$ cat src/rtl/sub_top_nios2_qsys_0_oci_trace_capture.sv
// OCI data-capture-trace unpacker: packed DCT buffers into a circular capture memory, drained via rd port.
// Define OCI_TRACE_STOP_ON_FULL_EN to drop entries when full instead of overwriting the oldest (default).
module sub_top_nios2_qsys_0_oci_trace_capture #(
  parameter int ENTRY_W         = 10,
  parameter int ENTRIES_PER_BUF = 3,
  parameter int DEPTH           = 16,
  parameter int CNT_W           = 4
) (
  input  logic                               clk,
  input  logic                               reset_n,
  input  logic [ENTRY_W*ENTRIES_PER_BUF-1:0] dct_buffer,
  input  logic [CNT_W-1:0]                   dct_count,
  input  logic                               dct_load,
  input  logic                               test_ending,
  input  logic                               test_has_ended,
  input  logic                               rd_req,
  output logic [ENTRY_W-1:0]                 rd_data,
  output logic                               rd_valid,
  output logic [$clog2(DEPTH):0]             level,
  output logic [15:0]                        overflow_cnt,
  output logic [1:0]                         state,
  output logic                               done
);
  localparam int PTR_W = $clog2(DEPTH);
  localparam int LVL_W = PTR_W + 1;

  typedef enum logic [1:0] {ST_IDLE = 2'd0, ST_CAPTURE = 2'd1, ST_DRAIN = 2'd2, ST_DONE = 2'd3} state_e;

  state_e             state_q, state_d;
  logic [PTR_W-1:0]   wr_ptr_q, wr_ptr_d, rd_ptr_q, rd_ptr_d;
  logic [LVL_W-1:0]   level_q, level_d, lvl_pop;
  logic [15:0]        ovf_q, ovf_d;
  logic [16:0]        ovf_sum;
  logic [ENTRY_W-1:0] rd_data_q, rd_data_d;
  logic               rd_valid_q, rd_valid_d;
  logic               pop, load_ok;
  int unsigned        n_eff, free_sp, n_wr, lost;
  logic [ENTRY_W-1:0] mem_q [DEPTH];

  always_comb begin
    pop     = rd_req && (level_q != '0);
    lvl_pop = level_q - LVL_W'(pop);
    load_ok = dct_load && !test_has_ended && (state_q == ST_IDLE || state_q == ST_CAPTURE);
    n_eff   = 0;
    if (load_ok) begin
      n_eff = (32'(dct_count) > ENTRIES_PER_BUF) ? ENTRIES_PER_BUF : 32'(dct_count);
    end
    // Free space is measured after this cycle's pop has released its slot.
    free_sp = DEPTH - 32'(lvl_pop);
`ifdef OCI_TRACE_STOP_ON_FULL_EN
    n_wr     = (n_eff > free_sp) ? free_sp : n_eff;
    lost     = n_eff - n_wr;
    level_d  = LVL_W'(32'(lvl_pop) + n_wr);
    rd_ptr_d = rd_ptr_q + PTR_W'(pop);
`else
    n_wr     = n_eff;
    lost     = (n_eff > free_sp) ? (n_eff - free_sp) : 0;
    level_d  = LVL_W'(32'(lvl_pop) + n_wr - lost);
    // Overwritten entries are skipped by the reader so the oldest survivor comes out next.
    rd_ptr_d = rd_ptr_q + PTR_W'(pop) + PTR_W'(lost);
`endif
    wr_ptr_d   = wr_ptr_q + PTR_W'(n_wr);
    ovf_sum    = {1'b0, ovf_q} + 17'(lost);
    ovf_d      = ovf_sum[16] ? 16'hFFFF : ovf_sum[15:0];
    rd_data_d  = pop ? mem_q[rd_ptr_q] : rd_data_q;
    rd_valid_d = pop;

    state_d = state_q;
    if (test_has_ended) begin
      state_d = ST_DONE;
    end else begin
      case (state_q)
        ST_IDLE:    if (dct_load) state_d = ST_CAPTURE;
        ST_CAPTURE: if (test_ending) state_d = ST_DRAIN;
        ST_DRAIN:   if (level_q == '0) state_d = ST_DONE;
        default:    state_d = ST_DONE;
      endcase
    end
  end

  always_ff @(posedge clk or negedge reset_n) begin
    if (!reset_n) begin
      state_q    <= ST_IDLE;
      wr_ptr_q   <= '0;
      rd_ptr_q   <= '0;
      level_q    <= '0;
      ovf_q      <= '0;
      rd_data_q  <= '0;
      rd_valid_q <= 1'b0;
    end else begin
      state_q    <= state_d;
      wr_ptr_q   <= wr_ptr_d;
      rd_ptr_q   <= rd_ptr_d;
      level_q    <= level_d;
      ovf_q      <= ovf_d;
      rd_data_q  <= rd_data_d;
      rd_valid_q <= rd_valid_d;
    end
  end

  always_ff @(posedge clk) begin
    for (int i = 0; i < ENTRIES_PER_BUF; i++) begin
      if (n_wr > 32'(i)) begin
        mem_q[wr_ptr_q + PTR_W'(i)] <= dct_buffer[i*ENTRY_W +: ENTRY_W];
      end
    end
  end

  assign rd_data      = rd_data_q;
  assign rd_valid     = rd_valid_q;
  assign level        = level_q;
  assign overflow_cnt = ovf_q;
  assign state        = state_q;
  assign done         = (state_q == ST_DONE);
endmodule

$ cat config.mk
export PLATFORM = sky130hd
export DESIGN_NAME = sub_top_nios2_qsys_0_oci_trace_capture
export DESIGN_NICKNAME = d
export VERILOG_FILES = /design/src/rtl/sub_top_nios2_qsys_0_oci_trace_capture.sv
export SDC_FILE = /design/constraint.sdc
export NUM_CORES = 1
export LEC_CHECK = 0
export CAP_MARGIN = 20
export CELL_PAD_IN_SITES_DETAIL_PLACEMENT = 0
export CELL_PAD_IN_SITES_GLOBAL_PLACEMENT = 1
export CORE_MARGIN = 3
export CORE_UTILIZATION = 53
export DETAILED_ROUTE_END_ITERATION = 6
export PLACE_DENSITY_LB_ADDON = 0.1
export SLEW_MARGIN = 10
export SYNTH_ARGS = -nofsm -noshare
export SYNTH_HDL_FRONTEND = slang
export SYNTH_SLANG_ARGS = --single-unit
export TNS_END_PERCENT = 5
$ cat constraint.sdc
create_clock -name clk -period 12.51 [get_ports clk]
set_input_delay 2.502 -clock clk [delete_from_list [all_inputs] [get_ports clk]]
set_output_delay 2.502 -clock clk [all_outputs]
set_load 0.05 [all_outputs]
==> out/metrics.cfg <==
[power]
ir_drop_mv=0.167
pwr_density_cell_nw_per_um2=208
p_leak_nw=5.32

[clock_network]
cts_tree=built
cts.sinks=202
insertion_delay_ns=0.54
cts_resized=0
clk_transition_reported_paths_ns=0.06
holdBufCountCts=0
numCtsBuffers=24
cts-root-buf=clkbuf_16
cts_max_level=1
clockBufferDepth=3
post_cts_buffers=0

[global_route]
grt_pass1_vias=9236
grt.met1_usage_pct=39.0
grt_max_degree=43
antenna_found_initial=1
grtUsageMet3_pct=4.00
top_usage_layer=met2
grt_overflow_total=0
grt_usage_pct=29.1
use_met2_pct=48.7
grt_pass1_wl_um=57200

[finish]
antenna_cells=0
final_cell_mix=nand2_1 (177), mux2i_1 (161), edfxtp_1 (160)
fin_nets=1287
mostFrequentLayoutCell=nand2_1
drive_above_1_share_pct=12.1
syn2layout_area_growth_pct=14.0

[flow_run]
maxCapViolations=0

[routing]
ant_nets=0
vias=9577
drt_iter0_drc=1155
firstDrtPassIters=6
avgRoutedWirePerCell_um=24.5
drt-total-wl_um=37800
via_per_inst=6.20
drc_errors=0

[timing]
slew_viol_final=0
hold_viol=0
finalSetupViolCount=0
period_needed_ns=7.66
fin_skew_ns=0.0278
clock.fmax_ghz=0.130
timing.final.ws_setup_ns=4.85
fin_tns_setup_ns=0
fin_hold_ws_ns=0.505
maxSlewHeadroom_pct=25.4
rsz0062_at_grt=no
fin_crit_sh_pct=61.3
tightest_slew_ns=1.12

[placed_design]
place_hpwl_um=24400
dp_slack_ns=4.23
io_buffers=74
place_congestion=0.893

[worst_setup_path]
required_ns=12.86
r2r_cells=24
end_kind=flip-flop
slowest_stage=o311ai_2
reg2reg_from=level[2]$_DFF_PN0_
cpPeakStageDelay_ns=0.74
path_buf_inv=2
crit_family=compound AO/OA/AOI/OAI gates
critPathArrivalTime_ns=8.02
path_cells=clkdlybuf4s50_1 > o311ai_2 > clkinv_1 > ha_1 > nand4_1 > o21ai_0 > nor2_1 > o21ai_2 > nor2_1 > ha_1 > fa_1 > a21o_1 > a31o_2 > a21oi_1 > o31ai_4 > a21oi_2 > o22a_1 > a311o_1 > o2111ai_1
worst_r2r_endpoint=overflow_cnt[15]$_DFF_PN0_
cp_max_fo=16
critPathKind=in -> reg
worstSetupStartpointType=input pin
r2r_slack_ns=6.18

[min_path]
hold_start=rd_data[5]$_DFFE_PN0N_
min_path_type=reg -> reg
hold_depth=1
hold_path_end=rd_data[5]$_DFFE_PN0N_

[yosys]
ys_ff_latch=202
syn_inst=1169
synth_edf_count=160
syn_area_sq_um=12700
syn_avg_cell_area_sq_um=10.9
yosys.cell_types.count=59
synthArstFlopShare_pct=20.8
yosysSeqAreaShare_pct=46.0
synth-main-ff-cell=edfxtp_1
yosys_warnings=0

[die]
core_area_sq_um=23500
dieHeight_um=161
core.rowCount=56
die_w_um=161
initial_utilization_pct=54.0
ios=75
dieArea_sq_um=25900

[outcome]
status=finished, final reports clean

==> cell families (layout without fill, tap and decap cells) <==
| group | after synthesis | in the layout | share of synthesized area [%] |
|---|---|---|---|
| AND/OR/NAND/NOR | 304 | 304 | 10.2 |
| buffers and inverters | 125 | 167 | 3.86 |
| flip-flops | 202 | 202 | 46.0 |
| adder cells (fa/ha/maj) | 41 | 41 | 4.43 |
| XOR/XNOR | 34 | 34 | 2.34 |
| AO/OA/AOI/OAI | 239 | 239 | 10.6 |
| other | 2 | 16 | 0.0590 |
| multiplexers | 222 | 222 | 22.5 |
==> final cells by class <==
cell class              count  area [sq um]
repair buffers            104           968
fillers                  1986          9040
well taps                 319           399
multi-input cells         856          6460
clock inverters            12          93.8
flip-flops and latches    202          5860
inverters                  19          71.3
clock buffers              32           651
==> cell usage after synthesis (18+ instances only) <==
| cell type | n | area share [%] |
|---|---|---|
| mux4_2 | 50 | 8.9 |
| a21oi_1 | 37 | 1.5 |
| mux2i_1 | 161 | 13 |
| o21ai_0 | 156 | 6.1 |
| edfxtp_1 | 160 | 38 |
| dfrtp_1 | 42 | 8.3 |
| buf_1 | 28 | 0.83 |
| clkbuf_1 | 66 | 1.9 |
| ha_1 | 33 | 3.2 |
| inv_1 | 18 | 0.53 |
| nor2_1 | 66 | 1.9 |
| xnor2_1 | 21 | 1.4 |
| nand2_1 | 177 | 5.2 |
==> report_power, final <==
part	leakage [nW]	internal (mW)	switching (mW)	total, mW
logic	3.06	0.638	0.831	1.47
clock network	0.366	0.386	0.285	0.671
registers	1.90	0.795	0.0751	0.871
total	5.32	1.82	1.19	3.01
==> per-stage QoR <==
step,util [%],std cells,instance area [sq um],total power [mW]
floorplan,-,1183,12800,1.96
global placement,58.4,1499,13700,2.33
detailed placement,58.4,1499,13700,2.34
CTS,61.5,1543,14500,3.01
global route,61.6,1544,14500,3.18
finish,61.6,1544,14500,3.01
==> layer usage <==
layer | part of all wire (%) | vias up | wire length [um]
met5 | 0.029 | - | 11
met4 | 3.9 | 2 | 1480
met3 | 8.6 | 92 | 3260
met2 | 48 | 513 | 18200
met1 | 39 | 4617 | 14900
li1 | - | 4353 | -
==> sequential cells by signal, indices dropped and copies added (netlist names) <==
signal / flops
level: 5
mem_q: 160
overflow_cnt: 16
rd_data: 10
rd_ptr_q: 4
rd_valid: 1
state: 2
wr_ptr_q: 4
==> worst max path at each step <==
stage / startpoint / end / slack, ns / cells past startpoint
after global placement: dct_count[2] / overflow_cnt[15]$_DFF_PN0_ / 4.33 / 19
after floorplan: rd_req / overflow_cnt[8]$_DFF_PN0_ / 5.32 / 24
after detailed placement: dct_count[2] / overflow_cnt[15]$_DFF_PN0_ / 4.23 / 19
final: dct_count[2] / overflow_cnt[15]$_DFF_PN0_ / 4.85 / 19
after global routing: dct_count[2] / overflow_cnt[15]$_DFF_PN0_ / 4.34 / 19
after CTS: dct_count[2] / overflow_cnt[15]$_DFF_PN0_ / 4.73 / 19
Note: power is estimated with default switching activity, not from simulation.
